--- src/rtl/weight_column_loader_pkg.sv ---
// rtl/weight_column_loader_pkg.sv - shared state encoding and default widths for the weight column loader
package weight_column_loader_pkg;

  localparam int DEFAULT_ARRAY_WIDTH = 16;
  localparam int DEFAULT_DATA_WIDTH  = 8;
  localparam int DEFAULT_INDEX_WIDTH = $clog2(DEFAULT_ARRAY_WIDTH);

  typedef enum logic [1:0] {
    FILL   = 2'd0,
    READY  = 2'd1,
    STREAM = 2'd2,
    DONE   = 2'd3
  } loader_state_e;

endpackage

--- src/rtl/weight_column_loader_if.sv ---
// rtl/weight_column_loader_if.sv - upstream weight stream and top-PE column bus of the loader
interface weight_column_loader_if
  import weight_column_loader_pkg::*;
#(
  parameter int DATA_WIDTH_IN = DEFAULT_DATA_WIDTH,
  parameter int INDEX_WIDTH   = DEFAULT_INDEX_WIDTH
);
  logic                            load_valid_in;
  logic                            load_ready_out;
  logic signed [DATA_WIDTH_IN-1:0] load_weight_in;
  logic                            load_last_in;
  logic                            col_accept_w_out;
  logic [INDEX_WIDTH-1:0]          col_index_out;
  logic signed [DATA_WIDTH_IN-1:0] col_weight_out;

  modport master (
    output load_valid_in, load_weight_in, load_last_in,
    input  load_ready_out, col_accept_w_out, col_index_out, col_weight_out
  );

  modport slave (
    input  load_valid_in, load_weight_in, load_last_in,
    output load_ready_out, col_accept_w_out, col_index_out, col_weight_out
  );
endinterface

--- src/rtl/weight_column_loader.sv ---
// rtl/weight_column_loader.sv - buffers one weight tile and streams it into a systolic column, deepest row first
module weight_column_loader
  import weight_column_loader_pkg::*;
#(
  parameter int SYSTOLIC_ARRAY_WIDTH = DEFAULT_ARRAY_WIDTH,
  parameter int DATA_WIDTH_IN        = DEFAULT_DATA_WIDTH
) (
  input  logic                  clk,
  input  logic                  rst,
  weight_column_loader_if.slave bus,
  input  logic                  stream_go_in,
  input  logic                  err_clr_in,
  output logic                  busy_out,
  output logic                  tile_loaded_out,
  output logic                  tile_err_out
);
  localparam int N  = SYSTOLIC_ARRAY_WIDTH;
  localparam int IW = $clog2(N);
  localparam int CW = IW + 1;
  localparam logic [CW-1:0] CNT_LAST = CW'(N - 1);
  localparam logic [CW-1:0] CNT_FULL = CW'(N);
  localparam logic [IW-1:0] ROW_LAST = IW'(N - 1);

  loader_state_e                   state;
  logic [CW-1:0]                   cnt;
  logic signed [DATA_WIDTH_IN-1:0] wbuf [N];
  logic                            load_ready_q;
  logic                            accept_q;
  logic [IW-1:0]                   index_q;
  logic signed [DATA_WIDTH_IN-1:0] weight_q;
  logic                            xfer;
  logic [IW-1:0]                   wr_row;
  logic [IW-1:0]                   rd_row;

  assign xfer   = bus.load_valid_in && load_ready_q;
  assign wr_row = cnt[IW-1:0];
  assign rd_row = ROW_LAST - cnt[IW-1:0];

  assign bus.load_ready_out   = load_ready_q;
  assign bus.col_accept_w_out = accept_q;
  assign bus.col_index_out    = index_q;
  assign bus.col_weight_out   = weight_q;

  // Ready is only high in FILL, so a transfer can never overwrite a tile being streamed.
  always_ff @(posedge clk) begin
    if (xfer) wbuf[wr_row] <= bus.load_weight_in;
  end

  always_ff @(posedge clk or negedge rst) begin
    if (!rst) begin
      state           <= FILL;
      cnt             <= '0;
      load_ready_q    <= 1'b0;
      accept_q        <= 1'b0;
      index_q         <= '0;
      weight_q        <= '0;
      busy_out        <= 1'b0;
      tile_loaded_out <= 1'b0;
      tile_err_out    <= 1'b0;
    end else begin
      accept_q        <= 1'b0;
      index_q         <= '0;
      weight_q        <= '0;
      tile_loaded_out <= 1'b0;
      if (err_clr_in) tile_err_out <= 1'b0;
      case (state)
        FILL: begin
          load_ready_q <= 1'b1;
          if (xfer) begin
            // The counter alone closes the tile; a misplaced last only flags an error.
            if (bus.load_last_in != (cnt == CNT_LAST)) tile_err_out <= 1'b1;
            if (cnt == CNT_LAST) begin
              state        <= READY;
              cnt          <= '0;
              load_ready_q <= 1'b0;
              busy_out     <= 1'b1;
            end else begin
              cnt <= cnt + CW'(1);
            end
          end
        end
        READY: begin
          if (stream_go_in) begin
            state    <= STREAM;
            accept_q <= 1'b1;
            index_q  <= rd_row;
            weight_q <= wbuf[rd_row];
            cnt      <= cnt + CW'(1);
          end
        end
        STREAM: begin
          if (cnt != CNT_FULL) begin
            accept_q <= 1'b1;
            index_q  <= rd_row;
            weight_q <= wbuf[rd_row];
            cnt      <= cnt + CW'(1);
          end else begin
            state           <= DONE;
            tile_loaded_out <= 1'b1;
          end
        end
        DONE: begin
          state        <= FILL;
          cnt          <= '0;
          load_ready_q <= 1'b1;
          busy_out     <= 1'b0;
        end
        default: state <= FILL;
      endcase
    end
  end

endmodule

--- src/flat_wrapper.sv ---
// flat-port wrapper written by rule: the top's interface ports become plain ports
module weight_column_loader_flat import weight_column_loader_pkg::*;
#(
  parameter int SYSTOLIC_ARRAY_WIDTH = DEFAULT_ARRAY_WIDTH,
  parameter int DATA_WIDTH_IN        = DEFAULT_DATA_WIDTH
)
  (clk, rst, stream_go_in, err_clr_in, busy_out, tile_loaded_out, tile_err_out, bus_load_valid_in, bus_load_weight_in, bus_load_last_in, bus_load_ready_out, bus_col_accept_w_out, bus_col_index_out, bus_col_weight_out);
  weight_column_loader_if #(.DATA_WIDTH_IN(DATA_WIDTH_IN), .INDEX_WIDTH((4))) bus_i ();
  input  logic clk;
  input  logic rst;
  input  logic stream_go_in;
  input  logic err_clr_in;
  output logic busy_out;
  output logic tile_loaded_out;
  output logic tile_err_out;
  input wire logic [$bits(bus_i.load_valid_in)-1:0] bus_load_valid_in;
  input wire logic [$bits(bus_i.load_weight_in)-1:0] bus_load_weight_in;
  input wire logic [$bits(bus_i.load_last_in)-1:0] bus_load_last_in;
  output wire logic [$bits(bus_i.load_ready_out)-1:0] bus_load_ready_out;
  output wire logic [$bits(bus_i.col_accept_w_out)-1:0] bus_col_accept_w_out;
  output wire logic [$bits(bus_i.col_index_out)-1:0] bus_col_index_out;
  output wire logic [$bits(bus_i.col_weight_out)-1:0] bus_col_weight_out;
  assign bus_i.load_valid_in = bus_load_valid_in;
  assign bus_i.load_weight_in = bus_load_weight_in;
  assign bus_i.load_last_in = bus_load_last_in;
  assign bus_load_ready_out = bus_i.load_ready_out;
  assign bus_col_accept_w_out = bus_i.col_accept_w_out;
  assign bus_col_index_out = bus_i.col_index_out;
  assign bus_col_weight_out = bus_i.col_weight_out;
  weight_column_loader #(.SYSTOLIC_ARRAY_WIDTH(SYSTOLIC_ARRAY_WIDTH), .DATA_WIDTH_IN(DATA_WIDTH_IN)) u_core (.clk(clk), .rst(rst), .bus(bus_i), .stream_go_in(stream_go_in), .err_clr_in(err_clr_in), .busy_out(busy_out), .tile_loaded_out(tile_loaded_out), .tile_err_out(tile_err_out));
endmodule
--- config.mk ---
export PLATFORM = sky130hd
export DESIGN_NAME = weight_column_loader_flat
export DESIGN_NICKNAME = d
export VERILOG_FILES = /design/src/rtl/weight_column_loader_pkg.sv /design/src/rtl/weight_column_loader_if.sv /design/src/rtl/weight_column_loader.sv /design/src/flat_wrapper.sv
export SDC_FILE = /design/constraint.sdc
export NUM_CORES = 1
export LEC_CHECK = 0
export ABC_AREA = 1
export BUFFER_PORTS_ARGS = -buffer_cell sky130_fd_sc_hd__buf_2
export CORE_MARGIN = 4
export CORE_UTILIZATION = 25
export CTS_BUF_LIST = sky130_fd_sc_hd__clkbuf_16
export DETAILED_ROUTE_END_ITERATION = 16
export SYNTH_ARGS = -nofsm -noshare
export SYNTH_HDL_FRONTEND = slang
export SYNTH_SLANG_ARGS = --single-unit
--- constraint.sdc ---
create_clock -name clk -period 2.2 [get_ports clk]
set_input_delay 0.22 -clock clk [delete_from_list [all_inputs] [get_ports clk]]
set_output_delay 0.22 -clock clk [all_outputs]
set_load 0.02 [all_outputs]
==> results.yml, run 1 <==
status:
  status: "completed"
pwr:
  max-vdd-ir-drop_mv: 0.600
  switchingPower_w: 0.00326
  p_int_w: 0.00607
  switching_share_pct: 35.0
  p_leak_nw: 3.75
  pwr-share-clk_pct: 31.0
  comb_power_share_pct: 30.8
  power.density_nw_per_um2: 1160
  seq_power_share_pct: 38.2
global_route:
  antenna_found_initial: 0
  grt_pass1_vias: 4435
  overflow: 0
  grt_pass1_wl_mm: 24.7
  grt_usage_pct: 10.5
  grt_max_degree: 66
route:
  route.met3.wl_um: 748
  post_drt_wl_per_cell_um: 13.7
  avgViaCountPerCell: 4.07
  highest_layer: "met4"
  drt_iter0_markers: 406
  drt-met1-wl_mm: 7.28
  num_vias: 4524
  first_pass_iters: 5
  final_antenna_net_count: 0
  drc: 0
  wl_mm: 15.2
  wl_met2_mm: 7.03
placement:
  dp_hpwl_mm: 10.1
  io_buffers: 30
  place_congestion: 0.796
final_layout:
  post-route-util_pct: 30.1
  nets: 782
  regArea_sq_um: 4450
  drive_gt1_share_pct: 12.2
  multi_input_area_sq_um: 1660
  num-fill-cells: 2731
  syn2layout_area_growth_pct: 18.9
critical_path:
  critPathCaptureType: "flip-flop"
  required_ps: 2490
  cp_common_cell: "nand2_1"
  worstSetupPathType: "reg -> reg"
  startpoint_type: "flip-flop"
  crit_chain: "inv_2 > ha_1 > nand2_1 > o21ai_1 > nand2_1 > nand2_1 > nor2_1"
  cp_max_fo: 15
  crit_arrival_ps: 2160
  crit_slowest_cell: "dfrtp_2"
  max_stage_delay_ps: 450
sta:
  slew_headroom_pct: 60.9
  hold_violations: 0
  max_freq_mhz: 534
  drv_slew: 0
  period_needed_ps: 1870
  finalClockSkew_ps: 11.6
  worst_hold_slack_ps: 113
  rsz0062_at_grt: "false"
  setup_violations: 0
  worst_pin_slew_ps: 586
  timing.setup.tns_ps: 0
  fin_crit_sh_pct: 85.1
synth:
  synth.avg_cell_area_sq_um: 9.66
  ys_types: 25
  ys_warn_count: 0
  synth-seq-area-share_pct: 65.5
  syn_inst: 702
  syn_area_sq_um: 6780
  synth.net_count: 727
  synth-seq-cells: 152
cts:
  h-tree-depth: 4
  clock_tree.buffer_depth: 2
  cts_sinks: 152
  cts.clk_slew.worst_paths_ps: 60
  cts_hold_buf: 2
  postCtsResizedCells: 0
  post_cts_buffers: 0
  numCtsBuffers: 17
  cts_tree: "yes"
  cts_root_buf: "clkbuf_16"
  clk_latency_ps: 420
die:
  die_h_um: 173
  coreArea_sq_um: 26800
  rows: 60
  ios: 31
  start_util_pct: 25.3
  design.die.area_sq_um: 29800
  die_w_um: 173
job:
  cap_violations: 0
worst_hold_path:
  hold_path.class: "in -> reg"
## registers in the layout (all words and copies together) (netlist names), 2 cells and up
name                       flops
u_core.wbuf                  128
u_core.cnt                     5
u_core.bus.col_weight_out      8
u_core.bus.col_index_out       4
u_core.state                   2
## placed cells by master, fill, tap and decap left out, drive strengths merged, types with 2 or more instances in the layout
cell	n
buf	56
bufinv	3
clkbuf	17
clkinv	5
clkinvlp	3
dfrtp	24
dlygate4sd3	2
edfxtp	128
ha	11
inv	155
nand2	234
nand3	71
nor2	44
nor3	2
o21ai	10
## routing by layer
layer  global-route usage, %  vias up
met2                    16.2      100
li1                        -     2292
met4                    3.09        0
met1                    14.4     2117
met3                    2.89       15
met5                       0        -
## stage by stage
step                setup slack, ps  power (W)  instance area (sq um)  instances
CTS                             349    0.00942                   8060       1111
finish                          328    0.00934                   8070       1112
global placement                369    0.00651                   7460       1077
global route                    191    0.00994                   8060       1111
detailed placement              349    0.00652                   7460       1077
floorplan                       374    0.00558                   6780        702
## synth_stat cells
cell type,number,area (sq um)
xnor2_1,1,8.76
xor2_1,1,8.76
nand3_1,71,355
inv_2,3,11.3
nor2_4,1,11.3
o21ai_0,9,45.0
buf_1,1,3.75
ha_1,11,138
buf_6,1,11.3
clkbuf_1,7,26.3
nor3_1,1,5.00
o32ai_1,1,8.76
nand2_1,233,875
nor2_1,41,154
buf_2,11,55.1
nand4_1,1,6.26
buf_4,2,15.0
nand2_4,1,11.3
o21ai_1,1,5.00
edfxtp_1,128,3840
a21oi_1,1,5.00
nor3_2,1,10.0
inv_1,148,556
dfrtp_1,24,601
nor2_2,2,12.5
## final cells by class
type / count / area share [%]
well taps: 341 / 5.29
repair buffers: 58 / 4.69
clock buffers: 17 / 5.27
flip-flops and latches: 152 / 55.1
clock inverters: 15 / 2.00
inverters: 151 / 7.03
multi-input cells: 377 / 20.6
diodes: 1 / 0.0310
## cell families after synthesis
group	count (synthesis)	share of synthesized area, %
AND/OR/NAND/NOR	352	21.2
buffers and inverters	173	10.0
flip-flops	152	65.5
AO/OA/AOI/OAI	12	0.941
adder cells (fa/ha/maj)	11	2.03
XOR/XNOR	2	0.258
## power groups by stage
stage | combinational [W] | sequential [W] | clock [W]
2_1_floorplan | 0.00187 | 0.00372 | 0
3_3_place_gp | 0.00289 | 0.00362 | 0
3_5_place_dp | 0.00289 | 0.00362 | 0
4_1_cts | 0.00290 | 0.00357 | 0.00295
5_1_grt | 0.00326 | 0.00360 | 0.00308
6_report | 0.00288 | 0.00357 | 0.00289
## critical path: cells and delay by family, from the launching register on
kind,cells,cell delay [ps]
flip-flops,1,450
AO/OA/AOI/OAI,1,180
buffers and inverters,1,240
AND/OR/NAND/NOR,4,640
adder cells (fa/ha/maj),1,220
## final timing paths
check	cells past startpoint	to	slack, ps	start
min reg2reg	2	u_core.busy_out	480	u_core.busy_out
max in group asynchronous	2	u_core.cnt[0]	1440	rst
max reg2reg	7	u_core.bus.col_weight_out[3]	330	u_core.cnt[0]
max	7	u_core.bus.col_weight_out[3]	330	u_core.cnt[0]
min in group asynchronous	2	u_core.bus.col_index_out[2]	340	rst
min	3	u_core.tile_err_out	110	bus_load_last_in
Power figures use the tool's default switching activity.
==> run 2: changes to the inputs <==
--- a/config.mk
+++ b/config.mk
@@ -7,10 +7,13 @@
 export LEC_CHECK = 0
 export ABC_AREA = 1
 export BUFFER_PORTS_ARGS = -buffer_cell sky130_fd_sc_hd__buf_2
+export CELL_PAD_IN_SITES_DETAIL_PLACEMENT = 0
+export CELL_PAD_IN_SITES_GLOBAL_PLACEMENT = 2
 export CORE_MARGIN = 4
 export CORE_UTILIZATION = 25
 export CTS_BUF_LIST = sky130_fd_sc_hd__clkbuf_16
 export DETAILED_ROUTE_END_ITERATION = 16
+export PLACE_DENSITY_LB_ADDON = 0.1
 export SYNTH_ARGS = -nofsm -noshare
 export SYNTH_HDL_FRONTEND = slang
 export SYNTH_SLANG_ARGS = --single-unit
==> results.yml, run 2 (synthesis gave the netlist of run 1 again) <==
sta:
  max_freq_mhz: 541
  finalClockSkew_ps: 9.92
  timing.setup.tns_ps: 0
  worst_slack_ps: 351
  worst_pin_slew_ps: 563
  hold_violations: 0
  fin_crit_sh_pct: 84.0
  drv_slew: 0
  rsz0062_at_grt: "false"
  setup_violations: 0
  period_needed_ps: 1850
  slew_headroom_pct: 62.5
global_route:
  antenna_found_initial: 0
  grt_usage_pct: 13.0
  grt_pass1_wl_mm: 28.8
  grt_pass1_vias: 4739
  overflow: 0
  grt_max_degree: 66
placement:
  pre_cts_ws_ps: 326
  place_congestion: 0.766
  dp_hpwl_mm: 12.9
  place_area_sq_um: 7450
  io_buffers: 30
final_layout:
  largest_reg_flops: 128
  final_area_sq_um: 7990
  num-fill-cells: 2828
  multi_input_area_sq_um: 1660
  diodes: 0
  regArea_sq_um: 4450
  layout.cells.most_common: "nand2_1"
  regMostFlops: "u_core.wbuf"
  nets: 780
  drive_gt1_share_pct: 11.8
  syn2layout_area_growth_pct: 17.8
  final_cell_mix: "nand2_1, inv_1, edfxtp_1"
cts:
  clock_tree.buffer_depth: 2
  numCtsBuffers: 17
  cts_sinks: 152
  cts_root_buf: "clkbuf_16"
  cts_tree: "yes"
  h-tree-depth: 4
  clk_latency_ps: 420
  cts.clk_slew.worst_paths_ps: 60
pwr:
  p_int_w: 0.00573
  switching_share_pct: 38.0
  pwr-share-clk_pct: 28.0
  power.density_nw_per_um2: 1160
  p_leak_nw: 3.70
  switchingPower_w: 0.00352
  comb_power_share_pct: 33.4
  seq_power_share_pct: 38.6
  max-vdd-ir-drop_mv: 0.590
critical_path:
  cp_max_fo: 33
  required_ps: 2330
  startpoint_type: "flip-flop"
  worstSetupPathType: "reg -> reg"
  critPathCaptureType: "flip-flop"
  crit_arrival_ps: 1970
die:
  die_w_um: 173
  rows: 60
  coreArea_sq_um: 26800
  ios: 31
  design.die.area_sq_um: 29800
  die_h_um: 173
  start_util_pct: 25.3
route:
  post_drt_wl_per_cell_um: 17.1
  final_antenna_net_count: 0
  drt_iter0_markers: 251
  num_vias: 4526
  drc: 0
  avgViaCountPerCell: 4.08
  wl_mm: 18.9
  first_pass_iters: 4
status:
  status: "completed"
worst_hold_path:
  hold_path.class: "in -> reg"
job:
  cap_violations: 0
==> run 2: path summary, 6_finish.rpt <==
kind	from	to	slack, ps	cells after the start
setup reg to reg	u_core.cnt[1]	u_core.wbuf[2][1]	350	5
hold / removal	bus_load_last_in	u_core.tile_err_out	110	3
hold reg to reg	u_core.busy_out	u_core.busy_out	510	2
min in group asynchronous	rst	u_core.bus.col_weight_out[2]	320	2
setup / recovery	u_core.cnt[1]	u_core.wbuf[2][1]	350	5
max in group asynchronous	rst	u_core.cnt[0]	1470	2
==> run 2: per-layer routing <==
| metal | routed length, um | vias to the layer above | global-route usage [%] |
|---|---|---|---|
| met5 | 0 | - | 0 |
| met3 | 344 | 12 | 2.10 |
| li1 | - | 2281 | - |
| met2 | 9130 | 44 | 22.0 |
| met4 | 221 | 0 | 3.59 |
| met1 | 9250 | 2189 | 17.5 |
==> run 2: metrics by stage <==
stage	total power (W)	std cells	util, %	hold WS, ps
floorplan	0.00558	702	-	-75.6
global placement	0.00685	1075	27.8	240
detailed placement	0.00684	1075	27.8	248
CTS	0.00947	1109	29.8	111
global route	0.00992	1109	29.8	129
finish	0.00925	1109	29.8	112
==> run 2: layout make-up <==
class	instances	area share, %
timing repair buffer	56	4.70
inverter	151	7.09
sequential	152	55.6
clock inverter	15	1.13
tap	341	5.34
clock buffer	17	5.32
multi-input combinational	377	20.8
==> run 2: critical path, stage by stage, from the launching register on <==
cell     delay [ps]
dfrtp_1         410
buf_4           420
ha_1            220
nand2_1         150
nor2_1          160
buf_4           190
==> run 2: power groups by stage <==
| stage | logic [W] | registers, W | clock network, W |
|---|---|---|---|
| global placement | 0.00321 | 0.00363 | 0 |
| CTS | 0.00321 | 0.00358 | 0.00269 |
| detailed placement | 0.00320 | 0.00364 | 0 |
| global route | 0.00352 | 0.00360 | 0.00279 |
| floorplan | 0.00187 | 0.00372 | 0 |
| finish | 0.00309 | 0.00357 | 0.00259 |
==> run 2: timing repair <==
item | 4_1_cts | 5_1_grt
setup buffers | 0 | 0
endpoints found under the hold margin | 25 | 0
hold buffers | 2 | 0
resized for setup | 0 | 0
==> run 3: changes to the inputs <==
--- a/config.mk
+++ b/config.mk
@@ -5,7 +5,7 @@
 export SDC_FILE = /design/constraint.sdc
 export NUM_CORES = 1
 export LEC_CHECK = 0
-export ABC_AREA = 1
+export ABC_AREA = 0
 export BUFFER_PORTS_ARGS = -buffer_cell sky130_fd_sc_hd__buf_2
 export CELL_PAD_IN_SITES_DETAIL_PLACEMENT = 0
 export CELL_PAD_IN_SITES_GLOBAL_PLACEMENT = 2
==> constraint.sdc (replaced) <==
create_clock -name clk -period 1.7 [get_ports clk]
set_input_delay 0.17 -clock clk [delete_from_list [all_inputs] [get_ports clk]]
set_output_delay 0.17 -clock clk [all_outputs]
set_load 0.02 [all_outputs]
==> results.yml, run 3 <==
status:
  status: "complete, but fails checks"
  violations: "setup timing"
pwr:
  p_leak_nw: 2.98
  power.density_nw_per_um2: 1700
  p_int_w: 0.00969
  comb_power_share_pct: 39.0
  total_power_w: 0.0141
  max-vdd-ir-drop_mv: 0.666
  switchingPower_w: 0.00440
  seq_power_share_pct: 33.6
  switching_share_pct: 31.2
  pwr-share-clk_pct: 27.4
global_route:
  grt_util_met3_pct: 2.48
  gr-usage-met2_pct: 19.3
  grt_busiest_layer: "met2"
  grt_max_degree: 25
  grt_pass1_wl_mm: 22.5
  antenna_found_initial: 0
  met1_usage_pct: 15.8
  grt_pass1_vias: 3416
  grt_usage_pct: 11.7
  overflow: 0
sta:
  drv_slew: 0
  timing.setup.tns_ps: -112
  worst_slack_ps: -55.6
  setup_violations: 8
  worst_pin_slew_ps: 613
  period_needed_ps: 1760
  max_freq_mhz: 570
  rsz0062_at_grt: "true"
  slew_headroom_pct: 59.1
  hold_violations: 0
  finalClockSkew_ps: 10.6
  fin_crit_sh_pct: 103
cts:
  cts_tree: "yes"
  cts.clk_slew.worst_paths_ps: 60
  cts_root_buf: "clkbuf_16"
  numCtsBuffers: 17
  clock_tree.buffer_depth: 2
  cts_sinks: 152
  h-tree-depth: 4
  clk_latency_ps: 410
die:
  design.die.area_sq_um: 26900
  coreArea_sq_um: 23700
  rows: 56
  die_h_um: 164
  start_util_pct: 25.6
  die_w_um: 164
  ios: 31
critical_path:
  crit_slowest_cell: "dfrtp_1"
  required_ps: 2000
  startpoint_type: "flip-flop"
  crit_arrival_ps: 2050
  crit_buf_inv: 2
  critPathCaptureType: "flip-flop"
  worstSetupPathType: "reg -> reg"
  regToRegSetupSlack_ps: -60
  max_stage_delay_ps: 420
  path_delay_family: "compound AO/OA/AOI/OAI gates"
  crit_chain: "inv_4 > ha_4 > nor4bb_4 > buf_4 > a221oi_4 > o21ai_1 > a32o_1"
  cp_max_fo: 6
synth:
  synth_top_area_share_pct: 63.3
  synth_edf_count: 128
  synth-seq-cells: 152
  ys_types: 32
  syn_area_sq_um: 6070
  ys_warn_count: 0
  synthTopCellsByCount: "edfxtp_1, mux4_2, dfrtp_1"
  synth_ff_type: "edfxtp_1"
  synth.net_count: 335
  syn_inst: 310
  synth.avg_cell_area_sq_um: 19.6
  synth_top_cell_by_area: "edfxtp_1"
  synth-seq-area-share_pct: 73.2
  yosysMostFrequentCell: "edfxtp_1"
  async_flop_share_pct: 15.8
  synthTopCellsByArea: "edfxtp_1, mux4_2, dfrtp_1, mux2i_1, ha_1"
final_layout:
  largest_reg_flops: 128
  diodes: 0
  drive_gt1_share_pct: 48.3
  regArea_sq_um: 4450
  multi_input_area_sq_um: 1690
  syn2layout_area_growth_pct: 36.2
  num-fill-cells: 2299
  final_cell_mix: "edfxtp_1, buf_4, mux4_2"
  nets: 450
  regMostFlops: "u_core.wbuf"
  layout.cells.most_common: "edfxtp_1"
placement:
  dp_hpwl_mm: 9.84
  io_buffers: 30
  place_congestion: 0.666
route:
  drc: 0
  post_drt_wl_per_cell_um: 19.8
  drt_iter0_markers: 164
  avgViaCountPerCell: 4.17
  first_pass_iters: 4
  wl_mm: 14.9
  final_antenna_net_count: 0
  num_vias: 3152
job:
  cap_violations: 0
worst_hold_path:
  hold_path.class: "in -> reg"
==> run 3: final timing paths <==
kind / from / endpoint / depth (start not counted)
worst max-delay path: u_core.cnt[0] / u_core.cnt[2] / 7
worst min-delay path: bus_load_last_in / u_core.tile_err_out / 4
worst max register to register: u_core.cnt[0] / u_core.cnt[2] / 7
worst min register to register: u_core.busy_out / u_core.busy_out / 2
max in group asynchronous: rst / u_core.cnt[3] / 2
min in group asynchronous: rst / u_core.bus.col_index_out[0] / 2
==> run 3: repair_timing <==
item,CTS,global route
buffers inserted,9,4
endpoints found under the hold margin,25,0
hold buffers,2,0
setup endpoints to repair,63,86
gates resized for setup,28,27
gates cloned,1,2
pin swaps,6,6
==> run 3: worst register-to-register path: cells and delay by family, from the launching register on <==
family / cells / cell delay, ps
compound gates: 3 / 700
fa+ha+maj: 1 / 160
buf+inv: 2 / 210
flops: 1 / 420
simple gates: 1 / 160
==> run 3: metal layers <==
layer | vias to the layer above | share of wire (%)
met4 | 0 | 0.75
met2 | 38 | 49
met3 | 8 | 2.3
met5 | - | 0
li1 | 1463 | -
met1 | 1643 | 48
==> run 3: cell type report <==
type / instances / area share (%)
Inverter: 11 / 0.560
Clock buffer: 17 / 5.14
Multi-Input combinational cell: 136 / 20.5
Sequential cell: 152 / 53.8
Tap cell: 319 / 4.82
Clock inverter: 14 / 2.09
Timing Repair Buffer: 107 / 13.2
==> run 3: power by group through the flow <==
stage | clock (W) | sequential [W] | combinational (W)
2_1_floorplan | 0 | 0.00493 | 0.00243
3_3_place_gp | 0 | 0.00481 | 0.00462
3_5_place_dp | 0 | 0.00482 | 0.00461
4_1_cts | 0.00396 | 0.00474 | 0.00514
5_1_grt | 0.00414 | 0.00478 | 0.00592
6_report | 0.00386 | 0.00473 | 0.00549
==> run 3: cell families after synthesis <==
| kind of cell | after synthesis | synth area share [%] |
|---|---|---|
| flops | 152 | 73.2 |
| compound gates | 25 | 2.95 |
| xor+xnor | 1 | 0.144 |
| fa+ha+maj | 11 | 2.27 |
| mux | 50 | 14.9 |
| buf+inv | 23 | 2.02 |
| simple gates | 48 | 4.59 |
==> run 3: stage by stage <==
stage	instances	utilization [%]	hold WS [ps]	instance area, sq um	worst slack, ps
after floorplan	310	-	-126	6120	-228
after global placement	707	30.7	219	7280	-125
after detailed placement	707	30.7	225	7280	-142
after CTS	750	34.2	102	8100	-80.9
after global routing	756	34.9	150	8270	-148
final	756	34.9	118	8270	-55.6
